$ cat src/rtl/dmem_pkg.sv
// dmem_pkg: shared definitions for the data-memory access unit.
//   - default widths (byte address, log2 bytes per word, word width)
//   - access size encoding seen on req_size
//   - FSM state encoding used by dmem_access_unit
package dmem_pkg;

    localparam int DMEMADDRBITS_DEF = 13;
    localparam int DMEMWORDBITS_DEF = 2;
    localparam int DBITS_DEF        = 8 << DMEMWORDBITS_DEF;

    typedef enum logic [1:0] {
        SZ_BYTE = 2'b00,
        SZ_HALF = 2'b01,
        SZ_WORD = 2'b10,
        SZ_ILL  = 2'b11
    } size_e;

    typedef enum logic [1:0] {
        IDLE,
        RD,
        WR,
        RESP
    } state_e;

endpackage

$ cat src/rtl/dmem_access_unit_if.sv
// dmem_access_unit_if: CPU-side request/response bus of the access unit.
//   req_valid/req_ready  : request handshake
//   req_we/size/signed   : access kind (size encoded as dmem_pkg::size_e)
//   req_addr/req_wdata   : byte address, right-aligned store data
//   resp_valid           : one-cycle completion pulse
//   resp_rdata/resp_err  : load result / misaligned-or-illegal flag
// modport master = CPU side, modport slave = access unit.
interface dmem_access_unit_if
    import dmem_pkg::*;
#(
    parameter int DMEMADDRBITS = DMEMADDRBITS_DEF,
    parameter int DBITS        = DBITS_DEF
);
    logic                    req_valid;
    logic                    req_ready;
    logic                    req_we;
    logic [1:0]              req_size;
    logic                    req_signed;
    logic [DMEMADDRBITS-1:0] req_addr;
    logic [DBITS-1:0]        req_wdata;
    logic                    resp_valid;
    logic [DBITS-1:0]        resp_rdata;
    logic                    resp_err;

    modport master (
        output req_valid, req_we, req_size, req_signed, req_addr, req_wdata,
        input  req_ready, resp_valid, resp_rdata, resp_err
    );

    modport slave (
        input  req_valid, req_we, req_size, req_signed, req_addr, req_wdata,
        output req_ready, resp_valid, resp_rdata, resp_err
    );
endinterface

$ cat src/rtl/dmem_lane_align.sv
// dmem_lane_align: combinational little-endian lane handling.
//   size/sgn/off : latched access size, sign-extend flag, byte offset in word
//   word         : word read from memory
//   wdata        : right-aligned store data
//   rdata        : extracted lane(s), zero- or sign-extended
//   merged       : word with the addressed lane(s) replaced by wdata
// Word accesses pass through (rdata = word, merged = wdata).
module dmem_lane_align
    import dmem_pkg::*;
#(
    parameter int DMEMWORDBITS = DMEMWORDBITS_DEF,
    parameter int DBITS        = 8 << DMEMWORDBITS
) (
    input  size_e                   size,
    input  logic                    sgn,
    input  logic [DMEMWORDBITS-1:0] off,
    input  logic [DBITS-1:0]        word,
    input  logic [DBITS-1:0]        wdata,
    output logic [DBITS-1:0]        rdata,
    output logic [DBITS-1:0]        merged
);
    // Half index drops the byte-within-half bit.
    logic [DMEMWORDBITS-2:0] hoff;
    logic [7:0]              b;
    logic [15:0]             h;

    assign hoff = off[DMEMWORDBITS-1:1];
    assign b    = word[{off, 3'b000} +: 8];
    assign h    = word[{hoff, 4'b0000} +: 16];

    always_comb begin
        rdata  = word;
        merged = wdata;
        case (size)
            SZ_BYTE: begin
                rdata  = {{(DBITS-8){sgn & b[7]}}, b};
                merged = word;
                merged[{off, 3'b000} +: 8] = wdata[7:0];
            end
            SZ_HALF: begin
                rdata  = {{(DBITS-16){sgn & h[15]}}, h};
                merged = word;
                merged[{hoff, 4'b0000} +: 16] = wdata[15:0];
            end
            default: ;
        endcase
    end
endmodule

$ cat src/rtl/dmem_access_unit.sv
// dmem_access_unit: serialises CPU loads/stores onto a single-port word
// memory that samples on negedge. One request outstanding at a time.
//   clk, reset    : single clock, synchronous active-high reset
//   bus (slave)   : CPU request/response, see dmem_access_unit_if
//   mem_wrtEn     : memory write enable (only in WR, never while reset)
//   mem_addr      : word address of the latched request
//   mem_in        : write data (merged word for sub-word stores)
//   mem_out       : read data, valid at the posedge ending RD
// Build option: DMEM_SUBWORD_EN enables byte/half accesses (RMW stores,
// lane extract). Without it only aligned word accesses are legal.
module dmem_access_unit
    import dmem_pkg::*;
#(
    parameter int DMEMADDRBITS = DMEMADDRBITS_DEF,
    parameter int DMEMWORDBITS = DMEMWORDBITS_DEF,
    parameter int DBITS        = 8 << DMEMWORDBITS
) (
    input  logic                                 clk,
    input  logic                                 reset,
    dmem_access_unit_if.slave                    bus,
    output logic                                 mem_wrtEn,
    output logic [DMEMADDRBITS-DMEMWORDBITS-1:0] mem_addr,
    output logic [DBITS-1:0]                     mem_in,
    input  logic [DBITS-1:0]                     mem_out
);
    localparam int WA = DMEMADDRBITS - DMEMWORDBITS;

    state_e                  state_q, state_d;
    logic                    we_q, err_q;
    logic [WA-1:0]           wa_q;
    logic [DBITS-1:0]        wdata_q, word_q;
    logic [DBITS-1:0]        rdata_ext, merged;
`ifdef DMEM_SUBWORD_EN
    size_e                   size_q;
    logic                    sgn_q;
    logic [DMEMWORDBITS-1:0] off_q;
`endif

    size_e                   req_size;
    logic [DMEMWORDBITS-1:0] req_off;
    logic                    req_err;
    logic                    accept;

    assign req_size = size_e'(bus.req_size);
    assign req_off  = bus.req_addr[DMEMWORDBITS-1:0];
    assign accept   = bus.req_valid && bus.req_ready;

    always_comb begin
        req_err = 1'b0;
`ifdef DMEM_SUBWORD_EN
        case (req_size)
            SZ_BYTE: req_err = 1'b0;
            SZ_HALF: req_err = req_off[0];
            SZ_WORD: req_err = (req_off != '0);
            default: req_err = 1'b1;
        endcase
`else
        req_err = (req_size != SZ_WORD) || (req_off != '0);
`endif
    end

    always_comb begin
        state_d = state_q;
        case (state_q)
            IDLE: begin
                if (bus.req_valid) begin
                    if (req_err)
                        state_d = RESP;
                    // Loads and sub-word stores both need the current word first.
                    else if (!bus.req_we || req_size != SZ_WORD)
                        state_d = RD;
                    else
                        state_d = WR;
                end
            end
`ifdef DMEM_SUBWORD_EN
            RD:      state_d = we_q ? WR : RESP;
`else
            RD:      state_d = RESP;
`endif
            WR:      state_d = RESP;
            RESP:    state_d = IDLE;
            default: state_d = IDLE;
        endcase
    end

    always_ff @(posedge clk) begin
        if (reset) begin
            state_q <= IDLE;
            we_q    <= 1'b0;
            err_q   <= 1'b0;
            wa_q    <= '0;
            wdata_q <= '0;
            word_q  <= '0;
`ifdef DMEM_SUBWORD_EN
            size_q  <= SZ_WORD;
            sgn_q   <= 1'b0;
            off_q   <= '0;
`endif
        end else begin
            state_q <= state_d;
            if (accept) begin
                we_q    <= bus.req_we;
                err_q   <= req_err;
                wa_q    <= bus.req_addr[DMEMADDRBITS-1:DMEMWORDBITS];
                wdata_q <= bus.req_wdata;
`ifdef DMEM_SUBWORD_EN
                size_q  <= req_size;
                sgn_q   <= bus.req_signed;
                off_q   <= req_off;
`endif
            end
            if (state_q == RD)
                word_q <= mem_out;
        end
    end

`ifdef DMEM_SUBWORD_EN
    dmem_lane_align #(
        .DMEMWORDBITS(DMEMWORDBITS),
        .DBITS       (DBITS)
    ) u_align (
        .size  (size_q),
        .sgn   (sgn_q),
        .off   (off_q),
        .word  (word_q),
        .wdata (wdata_q),
        .rdata (rdata_ext),
        .merged(merged)
    );
`else
    assign rdata_ext = word_q;
    assign merged    = wdata_q;
`endif

    assign bus.req_ready  = (state_q == IDLE) && !reset;
    assign bus.resp_valid = (state_q == RESP);
    assign bus.resp_err   = (state_q == RESP) && err_q;
    assign bus.resp_rdata = (state_q == RESP && !we_q && !err_q) ? rdata_ext : '0;

    // Reset gates the strobe combinationally so an RMW cut short never writes.
    assign mem_wrtEn = (state_q == WR) && !reset;
    assign mem_addr  = wa_q;
    assign mem_in    = (state_q == WR) ? merged : '0;
endmodule
$ cat src/flat_wrapper.sv
// flat-port wrapper written by rule: the top's interface ports become plain ports
module dmem_access_unit_flat import dmem_pkg::*;
#(
    parameter int DMEMADDRBITS = DMEMADDRBITS_DEF,
    parameter int DMEMWORDBITS = DMEMWORDBITS_DEF,
    parameter int DBITS        = 8 << DMEMWORDBITS
)
  (clk, reset, mem_wrtEn, mem_addr, mem_in, mem_out, bus_req_valid, bus_req_we, bus_req_size, bus_req_signed, bus_req_addr, bus_req_wdata, bus_req_ready, bus_resp_valid, bus_resp_rdata, bus_resp_err);
  dmem_access_unit_if #(.DMEMADDRBITS(DMEMADDRBITS), .DBITS(DBITS)) bus_i ();
  input  logic clk;
  input  logic reset;
  output logic mem_wrtEn;
  output logic [DMEMADDRBITS-DMEMWORDBITS-1:0] mem_addr;
  output logic [DBITS-1:0] mem_in;
  input  logic [DBITS-1:0] mem_out;
  input wire logic [$bits(bus_i.req_valid)-1:0] bus_req_valid;
  input wire logic [$bits(bus_i.req_we)-1:0] bus_req_we;
  input wire logic [$bits(bus_i.req_size)-1:0] bus_req_size;
  input wire logic [$bits(bus_i.req_signed)-1:0] bus_req_signed;
  input wire logic [$bits(bus_i.req_addr)-1:0] bus_req_addr;
  input wire logic [$bits(bus_i.req_wdata)-1:0] bus_req_wdata;
  output wire logic [$bits(bus_i.req_ready)-1:0] bus_req_ready;
  output wire logic [$bits(bus_i.resp_valid)-1:0] bus_resp_valid;
  output wire logic [$bits(bus_i.resp_rdata)-1:0] bus_resp_rdata;
  output wire logic [$bits(bus_i.resp_err)-1:0] bus_resp_err;
  assign bus_i.req_valid = bus_req_valid;
  assign bus_i.req_we = bus_req_we;
  assign bus_i.req_size = bus_req_size;
  assign bus_i.req_signed = bus_req_signed;
  assign bus_i.req_addr = bus_req_addr;
  assign bus_i.req_wdata = bus_req_wdata;
  assign bus_req_ready = bus_i.req_ready;
  assign bus_resp_valid = bus_i.resp_valid;
  assign bus_resp_rdata = bus_i.resp_rdata;
  assign bus_resp_err = bus_i.resp_err;
  dmem_access_unit #(.DMEMADDRBITS(DMEMADDRBITS), .DMEMWORDBITS(DMEMWORDBITS), .DBITS(DBITS)) u_core (.clk(clk), .reset(reset), .bus(bus_i), .mem_wrtEn(mem_wrtEn), .mem_addr(mem_addr), .mem_in(mem_in), .mem_out(mem_out));
endmodule
$ cat config.mk
export PLATFORM = sky130hd
export DESIGN_NAME = dmem_access_unit_flat
export DESIGN_NICKNAME = d
export VERILOG_FILES = /design/src/rtl/dmem_pkg.sv /design/src/rtl/dmem_access_unit_if.sv /design/src/rtl/dmem_lane_align.sv /design/src/rtl/dmem_access_unit.sv /design/src/flat_wrapper.sv
export SDC_FILE = /design/constraint.sdc
export NUM_CORES = 1
export LEC_CHECK = 0
export ABC_AREA = 1
export BUFFER_PORTS_ARGS = -buffer_cell sky130_fd_sc_hd__buf_2
export CAP_MARGIN = 25
export CORE_ASPECT_RATIO = 0.7
export CORE_UTILIZATION = 35
export DETAILED_ROUTE_END_ITERATION = 7
export HOLD_SLACK_MARGIN = 0.05
export PLACE_DENSITY = 0.72
export SLEW_MARGIN = 15
export SYNTH_ARGS = -nofsm -noshare
export SYNTH_HDL_FRONTEND = slang
export SYNTH_HIERARCHICAL = 1
export SYNTH_SLANG_ARGS = --single-unit
$ cat constraint.sdc
create_clock -name clk -period 1.4 [get_ports clk]
set_clock_uncertainty 0.05 [all_clocks]
set_input_delay 0.07 -clock clk [delete_from_list [all_inputs] [get_ports clk]]
set_output_delay 0.07 -clock clk [all_outputs]
set_load 0.05 [all_outputs]
After elaboration in Yosys (flattened, before gate mapping) --
Index checks and enable logic that the tools add are counted.
Storage, ports and cells: register bits after elaboration 79, latch bits 0, bits in writable memories 0, bits in read-only memories 0, bits of input ports 84, output and inout bits 79, memories kept 0
Operators by class: $add $sub $neg 0, multipliers 0, divide/modulo/power cells 0, order comparisons 0, eq/ne operators 5, shift-type cells 0, muxes and demuxes 6, bitwise logic cells 0, reduce and logical (&&, ||, !) cells 15
Operator list (number):
- 32-bit 2-to-1 mux | 2
- 1-bit logical AND | 6
- 2-bit 2-to-1 mux | 3
- 2-bit case mux with 3 select lines | 1
- 2-bit equality test (second input constant) | 2
- 1-bit logical NOT | 4
- 2-bit inequality test (second input constant) | 2
- 2-bit by 1-bit equality test with 1-bit output (second input constant) | 1
- 2-bit logical NOT | 1
- 1-bit logical OR | 2
- 2-bit nonzero test | 1
- 2-bit OR reduction | 1

Logic depth before layout (Yosys ltp) --
Gate-level depths: netlist of the first run.
depth after elaboration 6, mapped depth 7, mapped depth without buffers 7

Least setup slack after synthesis of the first run --
Ideal clock, no wire load.
path kind register -> output, start point reg u_core.state_q[0], end point out bus_resp_rdata[10], data arrival time 1889 ps, slack -609 ps, cell stages (with the launch flop) 5, buffers on the path 1, path through dfxtp_1 ha_1 nand2_1 buf_2 nor2_1
On the way: longest elaborated chain between the ends 4
RTL lines:
- start: declaration | RTL line dmem_access_unit.sv:28 | state_e state_q, state_d;
- start signal: assignment | RTL line dmem_access_unit.sv:101 | state_q <= state_d;
- 2-bit equality test
- via bus_resp_valid | RTL line flat_wrapper.sv:23 | output wire logic [$bits(bus_i.resp_valid)-1:0] bus_resp_valid;
- 1-bit logical AND (2 in a row) | RTL line dmem_access_unit.sv:139 | assign bus.resp_rdata = (state_q == RESP && !we_q && !err_q) ? rdata_ext : '0;
- 32-bit 2-to-1 mux | RTL line dmem_access_unit.sv:139
- end: declaration | RTL line flat_wrapper.sv:24 | output wire logic [$bits(bus_i.resp_rdata)-1:0] bus_resp_rdata;
The timed path passes the listed nets, and every way through them passes these cells.

Worst setup path after layout of the first run --
start point reg u_core.state_q[0], end point out mem_in[30]
On the way: longest elaborated chain between the ends 2
RTL lines:
- 2-bit equality test | RTL line dmem_access_unit.sv:144 | assign mem_in = (state_q == WR) ? merged : '0;
- 32-bit 2-to-1 mux | RTL line dmem_access_unit.sv:144
- end: declaration | RTL line flat_wrapper.sv:14 | output logic [DBITS-1:0] mem_in;
No other way between the ends.

==> out/results.md, run 1 <==
- number of global-route vias before repair: 4029
- transition at the pin with the smallest max-transition slack: 0.7638 ns
- critical path fanouts, max: 8
- number of enable-type register cells in the synthesized netlist: 0
- Peak VDD IR: 0.9517 mV
- minimum setup slack in the final design: -0.2716 ns
- Die Area: 0.009902 mm^2
- filler-free cell count of the finished design: 864
- class of the worst hold path: in2reg
- Worst Hold Endpoint: u_core/err_q
- post-route cell area: 0.006930 mm^2
- nets in the synthesized netlist: 563
- kind of end point of the critical path: output port
- sequential group share of total power: 28.8%
- final routed wirelength across all metal layers: 14.20 mm
- overall power: 0.01087 W
- vias per inst: 4.869
- final critical-path share of the clock period: 119.4%
- CP Launch Type: flop
- HP Start: bus_req_size[1]
- upper clock frequency limit: 598.2 MHz
- clock tree from TritonCTS: built
- top-count cell post-synth: sky130_fd_sc_hd__nand2_1
- clock network fraction of design power: 22.8%
- final count of hold timing violations: 0
- Mapped Cells: 475
- number of antenna-violating nets in the routed design: 0
- Critical R2R Capture: u_core/merged[14]
- initial detailed-routing violation count: 239
- worst setup path category: reg2out
- run status: complete, but fails checks
- CTS H-tree depth: 3
- simple-gate portion of the synthesized area: 26.60%
- row count: 29
- number of I/O port buffers: 161
- synthesized cell area: 0.003326 mm^2
- last weighted congestion value of the routability-driven placer: 0.7383
- Final HPWL DP: 6.145 mm
- initial antenna violation count: 1
- register-to-register setup slack: -0.01 ns
- leakage power: 3.363 nW
- fraction of post-synthesis cell area in the top cell type by area: 47.55%
- Die Wd: 118.5 um
- area fraction in compound gates after synthesis: 10.68%
- internal power: 0.006641 W
- effective utilization at floorplan: 36.37%
- share of layout cells above drive strength 1: 43.84%
- number of max-cap violations: 0
- global route total overflow: 0
- top cell type by total area after synthesis: sky130_fd_sc_hd__dfxtp_1
- share of the yosys chip area belonging to registers: 47.55%
- root buffer cell: sky130_fd_sc_hd__clkbuf_16
- clock transition time at the flip-flop clock pins of the worst setup and hold paths: 0.06 ns
- Worst EP arrival: 1.55 ns
- asr flop ratio synth: 0%
- final-report max-slew violation count: 0
- standard cell core area: 0.009144 mm^2
- DRC errors left: 0
- switching portion of total power: 38.93%
- Cells on Worst Hold Path: 6
- total power density per cell area: 1569 mW/mm^2
- parity-gate share of the synthesized area counting xor and xnor cells: 0%
- Most used DFF post-synth: sky130_fd_sc_hd__dfxtp_1
- global-route total usage across every layer: 24.22%
- Pre-Repair DR Iteration Count: 6
- Inserted Clock Buffers: 9
- post-synthesis sequential element count: 79
- wire per inst: 16.43 um
- relative area change from synthesis to final layout: 108.4%
- startpoint of the most critical register-to-register path: u_core/state_q[0]
- DR vias: 4207
- Max-Slew Margin vs Limit: 49.08%
- proportion of synthesized area in mux cells: 0%
- portion of total power attributed to combinational logic: 48.4%
- total number of yosys warnings: 6
- area share of fa/ha/maj cells after synthesis: 1.505%
- clock insertion delay at the later pin of the skew report: 0.33 ns
- cell count after placement: 745
- number of nets in the layout: 823
- cell types with the highest counts after synthesis: sky130_fd_sc_hd__nand2_1 (114), sky130_fd_sc_hd__dfxtp_1 (79), sky130_fd_sc_hd__inv_1 (75)
- RSZ-0062 raised after global routing: yes
- hold slack final: 0.1160 ns
- main combinational cell family by area after synthesis: simple AND/OR/NAND/NOR gates
- die outline height: 83.56 um
- Setup-failing EPs final: 70
- Top Ports: 163
- library cells used by synthesis: 17
- synthesized area divided by synthesized cell count: 7.001 um^2
- largest net degree at the start of global routing: 79
- Sw Pwr: 0.004233 W
- failing checks: negative setup slack
- standard cell area after detailed placement: 0.004571 mm^2
- clock sink total: 79
- post-layout min period: 1.672 ns
- first-pass GRT wire length: 18.96 mm
- top post-synthesis cells by area: sky130_fd_sc_hd__dfxtp_1 (48%), sky130_fd_sc_hd__nand2_1 (13%), sky130_fd_sc_hd__inv_1 (8.5%)
- Bufs on Longest Clock Path: 2
- length in cells of the worst reg-to-reg path: 7
- Worst Path Required: 1.28 ns
==> metrics by stage <==
step | setup TNS [ns] | util [%] | setup slack, ns
2_1_floorplan | -0.2786 | - | -0.03053
3_3_place_gp | -8.627 | 49.99 | -0.2473
3_5_place_dp | -11.92 | 49.99 | -0.3342
4_1_cts | -15.10 | 68.79 | -0.2160
5_1_grt | -17.76 | 75.79 | -0.3257
6_report | -13.16 | 75.79 | -0.2716
==> cell usage in the layout (no fill, tap or decap), types with 2 or more instances in the layout <==
cell type	synthesis	routed
sky130_fd_sc_hd__a21oi_1	33	27
sky130_fd_sc_hd__a21oi_2	0	5
sky130_fd_sc_hd__buf_12	0	11
sky130_fd_sc_hd__buf_16	0	3
sky130_fd_sc_hd__buf_2	12	93
sky130_fd_sc_hd__buf_4	1	7
sky130_fd_sc_hd__buf_6	3	36
sky130_fd_sc_hd__buf_8	1	38
sky130_fd_sc_hd__bufinv_16	0	2
sky130_fd_sc_hd__clkbuf_1	10	2
sky130_fd_sc_hd__clkbuf_16	0	16
sky130_fd_sc_hd__dfxtp_1	79	77
sky130_fd_sc_hd__dfxtp_2	0	2
sky130_fd_sc_hd__dlygate4sd3_1	0	80
sky130_fd_sc_hd__ha_4	0	3
sky130_fd_sc_hd__inv_1	75	43
sky130_fd_sc_hd__inv_2	3	32
sky130_fd_sc_hd__inv_4	0	2
sky130_fd_sc_hd__nand2_1	114	92
sky130_fd_sc_hd__nand2_2	8	17
sky130_fd_sc_hd__nand2_4	0	11
sky130_fd_sc_hd__nand2_8	0	2
sky130_fd_sc_hd__nand3_1	43	43
sky130_fd_sc_hd__nor2_1	48	14
sky130_fd_sc_hd__nor2_4	1	38
sky130_fd_sc_hd__o21ai_0	38	22
sky130_fd_sc_hd__o21ai_1	0	14
sky130_fd_sc_hd__o21ai_2	0	2
==> per-layer routing <==
| metal | track usage (%) | share of wire [%] | vias to the layer above |
|---|---|---|---|
| met1 | 26.88 | 40 | 1973 |
| met3 | 5.738 | 6.4 | 43 |
| li1 | - | - | 1983 |
| met5 | 0 | 0 | - |
| met4 | 10.24 | 3.4 | 0 |
| met2 | 44.33 | 50 | 208 |
==> registers in the layout (all words and copies together) (netlist names) <==
register and flops:
u_core/state_q 2, u_core/merged 32, u_core/rdata_ext 32, u_core/mem_addr 11, u_core/we_q 1, u_core/err_q 1
==> logic make-up after synthesis <==
group / after synthesis
AO/OA/AOI/OAI: 71
adder cells (fa/ha/maj): 4
flip-flops: 79
buffers and inverters: 107
AND/OR/NAND/NOR: 214
==> how the worst max path moves through the flow <==
| stage | end | from | cells after the start | slack (ns) |
|---|---|---|---|---|
| final | mem_in[30] | u_core/state_q[0] | 7 | -0.27 |
| after global routing | mem_in[30] | u_core/state_q[0] | 7 | -0.33 |
| after CTS | mem_in[13] | u_core/state_q[0] | 7 | -0.22 |
| after detailed placement | u_core/merged[11] | u_core/state_q[0] | 6 | -0.33 |
| after global placement | u_core/state_q[1] | u_core/state_q[0] | 6 | -0.25 |
| after floorplan | bus_resp_rdata[10] | u_core/state_q[1] | 4 | -0.03 |
==> critical path: stages (launching register included) <==
cell and delay (ns):
sky130_fd_sc_hd__dfxtp_2 0.33, sky130_fd_sc_hd__inv_2 0.06, sky130_fd_sc_hd__buf_6 0.09, sky130_fd_sc_hd__ha_4 0.21
sky130_fd_sc_hd__clkbuf_16 0.20, sky130_fd_sc_hd__nand2_1 0.08, sky130_fd_sc_hd__inv_1 0.08, sky130_fd_sc_hd__buf_6 0.16
==> power by group through the flow <==
stage	Clock [W]	Sequential, W	Combinational [W]
floorplan	0	0.00327	0.00215
global placement	0	0.00307	0.00319
detailed placement	0	0.00310	0.00328
CTS	0.00252	0.00306	0.00399
global route	0.00263	0.00318	0.00555
finish	0.00248	0.00313	0.00526
==> timing repair <==
action	CTS	global route
hold endpoints to repair	79	0
buffers inserted	2	7
resized for setup	159	135
gates cloned	5	9
endpoints found under the setup margin	113	146
pin swaps	7	15
hold buffers	80	0
==> area by class of cell <==
type	count	area [um^2]
repair buffers	275	2773
fillers	601	2213
multi-input cells	292	1792
flip-flops and latches	79	1584
inverters	78	310.3
clock buffers	12	246.5
well taps	124	155.1
clock inverters	3	67.56
diodes	1	2.502
No activity file was read; power rests on OpenSTA's default activity.
==> inputs of run 2 (changes only) <==
--- a/config.mk
+++ b/config.mk
@@ -8,11 +8,13 @@
 export ABC_AREA = 1
 export BUFFER_PORTS_ARGS = -buffer_cell sky130_fd_sc_hd__buf_2
 export CAP_MARGIN = 25
+export CELL_PAD_IN_SITES_DETAIL_PLACEMENT = 1
+export CELL_PAD_IN_SITES_GLOBAL_PLACEMENT = 2
 export CORE_ASPECT_RATIO = 0.7
-export CORE_UTILIZATION = 35
+export CORE_UTILIZATION = 23
 export DETAILED_ROUTE_END_ITERATION = 7
 export HOLD_SLACK_MARGIN = 0.05
-export PLACE_DENSITY = 0.72
+export PLACE_DENSITY = 0.87
 export SLEW_MARGIN = 15
 export SYNTH_ARGS = -nofsm -noshare
 export SYNTH_HDL_FRONTEND = slang
==> out/results.md, run 2 (synthesis gave the netlist of run 1 again) <==
- number of antenna-violating nets in the routed design: 0
- final-report max-slew violation count: 0
- hold slack final: 0.09785 ns
- post-placement worst setup slack: -0.3982 ns
- Worst Path Required: 1.28 ns
- share of layout cells above drive strength 1: 47.50%
- most frequent standard cell in the layout excluding fill and tap cells: sky130_fd_sc_hd__buf_2
- final routed wirelength across all metal layers: 16.26 mm
- kind of end point of the critical path: output port
- Final HPWL DP: 7.641 mm
- largest net degree at the start of global routing: 79
- wire per inst: 17.46 um
- clock sink total: 79
- CP Launch Type: flop
- minimum setup slack in the final design: -0.2727 ns
- initial antenna violation count: 0
- Multi-input gate area: 0.001867 mm^2
- Setup-failing EPs final: 70
- upper clock frequency limit: 597.8 MHz
- last weighted congestion value of the routability-driven placer: 0.7513
- number of global-route vias before repair: 4330
- Worst EP arrival: 1.55 ns
- global-route total usage across every layer: 18.71%
- row count: 36
- fillcell total: 1587
- clock transition time at the flip-flop clock pins of the worst setup and hold paths: 0.06 ns
- HP Start: bus_req_size[1]
- total power density per cell area: 1557 mW/mm^2
- Pre-Repair DR Iteration Count: 4
- post-layout min period: 1.673 ns
- overall power: 0.01107 W
- vias per inst: 4.447
- Bufs on Longest Clock Path: 2
- final critical-path share of the clock period: 119.5%
- leakage power: 3.369 nW
- final count of hold timing violations: 0
- antenna cells: 0
- Die Area: 0.01495 mm^2
- length in cells of the worst reg-to-reg path: 7
- register-to-register setup slack: -0.05 ns
- Worst Hold Endpoint: u_core/err_q
- Cells on Worst Hold Path: 6
- area taken by flip-flops and latches: 0.001584 mm^2
- number of nets in the layout: 826
- post-layout utilization of the core: 50.75%
- transition at the pin with the smallest max-transition slack: 0.4289 ns
- critical path fanouts, max: 8
- first-pass GRT wire length: 21.75 mm
- Critical R2R Capture: u_core/merged[30]
- class of the worst hold path: in2reg
- Die Wd: 145.7 um
- relative area change from synthesis to final layout: 113.8%
- DR vias: 4140
- die outline height: 102.6 um
- number of I/O port buffers: 161
- worst setup path category: reg2out
- effective utilization at floorplan: 23.74%
- DRC errors left: 0
- initial detailed-routing violation count: 112
- Top Ports: 163
- root buffer cell: sky130_fd_sc_hd__clkbuf_16
- cell count after placement: 813
- Peak VDD IR: 0.6228 mV
- failing checks: negative setup slack
- filler-free cell count of the finished design: 931
- startpoint of the most critical register-to-register path: u_core/state_q[1]
- global route total overflow: 0
- clock insertion delay at the later pin of the skew report: 0.33 ns
- standard cell core area: 0.01401 mm^2
- RSZ-0062 raised after global routing: yes
- number of max-cap violations: 0
- clock tree from TritonCTS: built
- run status: complete, but fails checks
- Inserted Clock Buffers: 9
- CTS H-tree depth: 3
- Max-Slew Margin vs Limit: 71.38%
- commonest non-fill, non-tap cells in the layout: sky130_fd_sc_hd__buf_2 (93), sky130_fd_sc_hd__nand2_1 (85), sky130_fd_sc_hd__dlygate4sd3_1 (80), sky130_fd_sc_hd__dfxtp_1 (77)
run 2: changes by cell type in the layout (fill, tap and decap cells not counted), sizes merged:
cell	change
diode	-1
clkbuf	-3
clkinv	+1
buf	+4
run 2: area by class of cell:
class / count / area share [%]
inverters: 78 / 4.294
clock inverters: 4 / 1.021
clock buffers: 10 / 3.221
multi-input cells: 292 / 26.26
well taps: 190 / 3.344
flip-flops and latches: 79 / 22.28
repair buffers: 278 / 39.58
run 2: how the worst max path moves through the flow:
stage,to,from,cells after the start
after floorplan,bus_resp_rdata[10],u_core/state_q[1],4
after global placement,u_core/state_q[0],u_core/state_q[0],6
after detailed placement,u_core/merged[25],u_core/state_q[0],6
after CTS,bus_resp_rdata[6],u_core/state_q[1],6
after global routing,mem_in[5],u_core/state_q[0],7
final,mem_in[4],u_core/state_q[0],7
run 2: what timing repair did:
| item | CTS | global route |
|---|---|---|
| pin swaps | 18 | 12 |
| hold buffers | 80 | 0 |
| gates resized for setup | 158 | 169 |
| endpoints found under the hold margin | 79 | 0 |
| gates cloned | 5 | 9 |
| endpoints found under the setup margin | 109 | 146 |
| buffers inserted | 2 | 8 |
run 2: where the power goes:
group          switching [W]  leakage, nW  internal (W)  total [W]
clock               0.000899        0.144       0.00154    0.00244
combinational        0.00323         2.57       0.00226    0.00549
sequential          0.000292        0.650       0.00285    0.00314
total                0.00442         3.37       0.00664     0.0111
run 2: layer usage:
layer	wire (um)	GRT usage, %
met1	6848	20.46
met2	8606	36.18
met3	569	4.159
met4	232	6.478
met5	0	0
run 2: critical path: stages (launching register included):
cell and delay [ns]:
sky130_fd_sc_hd__dfxtp_2 0.33, sky130_fd_sc_hd__inv_2 0.07, sky130_fd_sc_hd__buf_6 0.10, sky130_fd_sc_hd__ha_4 0.24
sky130_fd_sc_hd__clkbuf_16 0.21, sky130_fd_sc_hd__nand2_2 0.06, sky130_fd_sc_hd__inv_2 0.07, sky130_fd_sc_hd__buf_8 0.14
run 2: stage by stage:
step | instance area (um^2) | setup TNS, ns
finish | 7109 | -15.61
global route | 7109 | -21.50
CTS | 6395 | -19.24
detailed placement | 4668 | -14.20
global placement | 4668 | -10.59
floorplan | 3585 | -0.2786
